**config.mk**
```make
export PLATFORM = sky130hd
export DESIGN_NAME = dgldpc_vnu_pipe
export DESIGN_NICKNAME = d
export VERILOG_FILES = /design/src/rtl/dgldpc_vnu_pipe.sv
export SDC_FILE = /design/constraint.sdc
export NUM_CORES = 1
export LEC_CHECK = 0
export ABC_CLOCK_PERIOD_IN_PS = 8350
export BUFFER_PORTS_ARGS = -buffer_cell sky130_fd_sc_hd__buf_4
export CAP_MARGIN = 20
export CORE_ASPECT_RATIO = 0.6
export CORE_UTILIZATION = 50
export DETAILED_ROUTE_END_ITERATION = 8
export GPL_TIMING_DRIVEN = 0
export PLACE_DENSITY = 0.73
export SYNTH_ARGS = -nofsm -noshare
export SYNTH_HDL_FRONTEND = slang
export SYNTH_SLANG_ARGS = --single-unit
export TNS_END_PERCENT = 1
```
**constraint.sdc**
```tcl
create_clock -name clk -period 8.35 [get_ports clk]
set_input_delay 0.835 -clock clk [delete_from_list [all_inputs] [get_ports clk]]
set_output_delay 0.835 -clock clk [all_outputs]
set_load 0.05 [all_outputs]
```
**src/rtl/dgldpc_vnu_pipe.sv**
```systemverilog
// Pipelined variable-node unit: 3 enabled cycles input to output, only i_en stalls it.
// Defining DGLDPC_VNU_SATCNT_EN adds the o_sat_cnt saturation-event counter port.
module dgldpc_vnu_pipe #(
   parameter int DV    = 4,
   parameter int MSG_W = 6,
   parameter int LLR_W = 9,
   parameter int OUT_W = 10,
   localparam int SUM_W = ((LLR_W > MSG_W) ? LLR_W : MSG_W) + $clog2(DV + 1)
) (
   input  logic                          clk,
   input  logic                          rst,
   input  logic                          i_en,
   input  logic                          i_valid,
   input  logic [LLR_W-1:0]              i_llr,
   input  logic [DV-1:0][MSG_W-1:0]      i_data,
   output logic                          o_valid,
   output logic [DV-1:0][OUT_W-1:0]      o_data,
   output logic [SUM_W-1:0]              o_app,
`ifdef DGLDPC_VNU_SATCNT_EN
   output logic                          o_hard,
   output logic [15:0]                   o_sat_cnt
`else
   output logic                          o_hard
`endif
);

   localparam int EXT_W = ((SUM_W > OUT_W) ? SUM_W : OUT_W) + 1;
   localparam logic signed [EXT_W-1:0] LIM = (EXT_W'(1) <<< (OUT_W - 1)) - EXT_W'(1);
   localparam logic [OUT_W-2:0] MAG_MAX = '1;

   // Negative zero falls out as 0 because -0 == 0.
   function automatic logic signed [SUM_W-1:0] sm_to_tc(input logic [SUM_W-1:0] mag, input logic sgn);
      return sgn ? -$signed(mag) : $signed(mag);
   endfunction

   logic                    s1_vld, s2_vld;
   logic signed [SUM_W-1:0] s1_llr;
   logic signed [SUM_W-1:0] s1_msg [DV];
   logic signed [SUM_W-1:0] s2_msg [DV];
   logic signed [SUM_W-1:0] s2_app;
   logic signed [SUM_W-1:0] app_sum;
   logic [DV-1:0][OUT_W-1:0] ext_sm;
   logic                    any_sat;

   always_comb begin
      app_sum = s1_llr;
      for (int i = 0; i < DV; i++) app_sum = app_sum + s1_msg[i];
   end

   always_comb begin
      ext_sm  = '0;
      any_sat = 1'b0;
      for (int i = 0; i < DV; i++) begin
         logic signed [EXT_W-1:0] d;
         logic signed [EXT_W-1:0] nd;
         d  = EXT_W'(s2_app) - EXT_W'(s2_msg[i]);
         nd = -d;
         if (d > LIM) begin
            ext_sm[i] = {1'b0, MAG_MAX};
            any_sat   = 1'b1;
         end else if (d < -LIM) begin
            ext_sm[i] = {1'b1, MAG_MAX};
            any_sat   = 1'b1;
         end else if (d < 0) begin
            ext_sm[i] = {1'b1, nd[OUT_W-2:0]};
         end else begin
            ext_sm[i] = {1'b0, d[OUT_W-2:0]};
         end
      end
   end

   always_ff @(posedge clk or posedge rst) begin
      if (rst) begin
         s1_vld  <= 1'b0;
         s1_llr  <= '0;
         s2_vld  <= 1'b0;
         s2_app  <= '0;
         o_valid <= 1'b0;
         o_data  <= '0;
         o_app   <= '0;
         o_hard  <= 1'b0;
         for (int i = 0; i < DV; i++) begin
            s1_msg[i] <= '0;
            s2_msg[i] <= '0;
         end
      end else if (i_en) begin
         s1_vld  <= i_valid;
         s1_llr  <= sm_to_tc(SUM_W'(i_llr[LLR_W-2:0]), i_llr[LLR_W-1]);
         for (int i = 0; i < DV; i++) begin
            s1_msg[i] <= sm_to_tc(SUM_W'(i_data[i][MSG_W-2:0]), i_data[i][MSG_W-1]);
            s2_msg[i] <= s1_msg[i];
         end
         s2_vld  <= s1_vld;
         s2_app  <= app_sum;
         o_valid <= s2_vld;
         o_data  <= ext_sm;
         o_app   <= s2_app;
         o_hard  <= s2_app[SUM_W-1];
      end
   end

`ifdef DGLDPC_VNU_SATCNT_EN
   always_ff @(posedge clk or posedge rst) begin
      if (rst)
         o_sat_cnt <= '0;
      else if (i_en && s2_vld && any_sat && (o_sat_cnt != 16'hFFFF))
         o_sat_cnt <= o_sat_cnt + 16'd1;
   end
`endif

endmodule
```
==> flow_metrics.env <==
export IMPL_status="complete, no violations"
export IMPL_final_common_cell="inv_1"
export IMPL_critPathTopFamily="adder cells"
export IMPL_relSlewSlack_pct=34.19
export IMPL_final_core_util_pct=59.53
export IMPL_cts_buffer_depth=2
export IMPL_ys_seq_elements=151
export IMPL_synthTopCellsByArea="dfrtp_1 (36%), ha_1 (9.2%), fa_1 (6.9%)"
export IMPL_wirelength_um=27610
export IMPL_tightest_slew_ns=0.9747
export IMPL_antennaDiodeCount=0
export IMPL_io_buffers=84
export IMPL_grt_pass1_wl_um=43610
export IMPL_reg2reg_from="s1_msg[2]"
export IMPL_fmax_mhz=230.0
export IMPL_ios=91
export IMPL_maxSlewViolCount=0
export IMPL_cts_tree="yes"
export IMPL_wl_met1_um=13850
export IMPL_combPwrFrac_pct=63.5
export IMPL_arrival_ns=4.67
export IMPL_cts_resized=0
export IMPL_p_sw_mw=2.461
export IMPL_slowest_stage="fa_1"
export IMPL_die_y_um=114.1
export IMPL_cts_buffers=17
export IMPL_fin_nets=1400
export IMPL_finalSetupViolCount=0
export IMPL_seq_area_um2=3779
export IMPL_gr_usage_all_layers_pct=26.90
export IMPL_critPathKind="register to register"
export IMPL_worstRegToRegCells=17
export IMPL_fillers=1783
export IMPL_vias=8457
export IMPL_synth_top_area_cell="dfrtp_1"
export IMPL_fin_skew_ns=0.01293
export IMPL_initial_utilization_pct=51.67
export IMPL_yosys_warnings=0
export IMPL_vdd_ir_drop_max_mv=0.2202
export IMPL_max_stage_delay_ns=0.54
export IMPL_top_layer="met4"
export IMPL_clockPowerShare_pct=15.3
export IMPL_grt_pass1_vias=7852
export IMPL_setup_worst_path_start_class="register"
export IMPL_viasPerCell=5.509
export IMPL_cts_hold_buf=0
export IMPL_rsz0062_at_grt="false"
export IMPL_synth_area_um2=10470
export IMPL_cp_required_ns=8.67
export IMPL_mostFrequentLayoutCells="inv_1 (166), dfrtp_1 (151), nor2_1 (111), a21oi_1 (90), buf_4 (85)"
export IMPL_antenna_found_initial=0
export IMPL_min_path_cells=2
export IMPL_seqPwrFrac_pct=21.2
export IMPL_htreeDepth=4
export IMPL_syn_nets=1296
export IMPL_syn_avg_cell_area_um2=9.139
export IMPL_wl_met3_um=2418
export IMPL_routedWlPerCell_um=17.99
export IMPL_syn_inst=1146
export IMPL_timing_max_cap_violations=0
export IMPL_ant_nets=0
export IMPL_synth_distinct_cells=62
export IMPL_holdCritPathClass="register to register"
export IMPL_drt_first_iter_violations=594
export IMPL_root_buffer="clkbuf_16"
export IMPL_critPathCaptureType="register"
export IMPL_synth_edf_count=0
export IMPL_cts_setup_buffers=0
export IMPL_power_mw=5.124
export IMPL_clk_pin_slew_ns=0.07
export IMPL_insertion_delay_ns=0.44
export IMPL_rrSetupSlack_ns=4.00
export IMPL_dp_hpwl_um=21040
export IMPL_dr_pass1_iters=5
export IMPL_cp_num_buf_inv=4
export IMPL_power_per_cell_area_nw_per_um2=424.7
export IMPL_period_minus_slack_ns=4.348
export IMPL_synth_top_area_share_pct=36.08
export IMPL_path_depth=17
export IMPL_hold_path_startpoint="s1_msg[9]"
export IMPL_num_rows=40
export IMPL_grt_max_degree=79
export IMPL_post_route_drc_count=0
export IMPL_final_hold_viol_count=0
export IMPL_drive_above_1_share_pct=13.31
export IMPL_p_leak_nw=5.567
export IMPL_syn_to_final_growth_pct=15.21
export IMPL_finalSetupTns_ns=0
export IMPL_async_reset_ff_share_pct=100.0
export IMPL_wl_met2_um=11080
export IMPL_ys_seq_area_share_pct=36.08
export IMPL_p_int_mw=2.663
export IMPL_crit_start="s1_msg[2]"
export IMPL_die_w_um=188.9
export IMPL_synth_ff_type="dfrtp_1"
export IMPL_cp_common_cell="inv_1"
export IMPL_critPathMaxFanout=3
export IMPL_die_area_um2=21550
export IMPL_cts_sinks=151
export IMPL_multi_input_area_um2=5937
export IMPL_gr_total_overflow=0
export IMPL_path_cells="inv_1, fa_1, inv_1, fa_1, inv_1, fa_1, inv_1, ha_1, a21o_1, a21oi_1, o21bai_1, a21oi_1, o21bai_1, a31o_2, a21oi_1, xnor2_1, mux2_2"
export IMPL_fin_crit_sh_pct=52.07
export IMPL_p_sw_share_pct=48.02
export IMPL_gp_congestion=0.9295
export IMPL_core_area_um2=20270
-- worst register-to-register path: cells and delay by family (launching register included) --
kind            cells  cell delay, ns
compound gates      7            1.32
xor+xnor            1            0.09
fa+ha+maj           4            1.85
buf+inv             4            0.31
flops               1            0.39
mux                 1            0.26
-- through the flow --
| step | cell area, um2 | hold WS (ns) | setup slack (ns) | instances |
|---|---|---|---|---|
| after floorplan | 10470 | 0.4530 | 3.450 | 1146 |
| after global placement | 11450 | 0.4697 | 1.633 | 1503 |
| after detailed placement | 11480 | 0.4809 | 4.109 | 1504 |
| after CTS | 12070 | 0.4954 | 4.026 | 1535 |
| after global routing | 12070 | 0.5277 | 3.786 | 1535 |
| final | 12070 | 0.4934 | 4.002 | 1535 |
-- power by group through the flow --
stage	sequential [mW]	clock (mW)	combinational, mW
after floorplan	1.27	0	2.30
after global placement	1.09	0	3.11
after detailed placement	1.09	0	3.19
after CTS	1.08	0.794	3.23
after global routing	1.10	0.828	3.60
final	1.09	0.784	3.25
-- routing by layer --
| layer | track usage [%] | up-vias |
|---|---|---|
| met5 | 0 | - |
| met4 | 5.376 | 0 |
| met3 | 7.754 | 21 |
| met2 | 37.45 | 284 |
| met1 | 41.21 | 4088 |
| li1 | - | 4064 |
-- flip-flops by register name, summed over array words and instances, names as in the netlist --
name,count
o_app,12
o_data,40
o_valid,1
s1_llr,12
s1_msg,36
s1_vld,1
s2_app,12
s2_msg,36
s2_vld,1
-- cell type report --
cell class              instances  area share [%]
inverters                     167           5.236
plain buffers                  34           1.089
clock buffers                  18           3.640
flip-flops and latches        151           31.31
clock inverters                13           1.234
well taps                     273           2.831
repair buffers                 85           5.454
multi-input cells             794           49.20
-- Yosys cell counts, types with 15 or more instances --
| library cell | number |
|---|---|
| nand2_1 | 71 |
| inv_1 | 167 |
| ha_1 | 77 |
| dfrtp_1 | 151 |
| nor2_1 | 111 |
| xnor2_1 | 51 |
| a21oi_1 | 90 |
| mux2_2 | 33 |
| nor2b_1 | 15 |
| clkbuf_1 | 33 |
| xor2_1 | 38 |
| o21ai_0 | 69 |
| fa_1 | 36 |
| nor3_1 | 18 |
-- cells by family (layout without fill, tap and decap cells) --
logic type      count (synthesis)  count (layout)  synth area share, %
buf+inv                       201             317                7.239
simple gates                  283             283                12.71
compound gates                264             264                15.58
xor+xnor                       90              90                7.598
fa+ha+maj                     113             113                16.08
flops                         151             151                36.08
mux                            44              44                4.719
-- final timing paths --
path,endpoint
worst max register to register,s2_app[10]
worst min register to register,s2_msg[9]
worst min-delay path,s2_msg[9]
worst max-delay path,s2_app[10]
max in group asynchronous,o_data[25]
min in group asynchronous,s1_llr[4]
(Power assumes the default switching activity.)
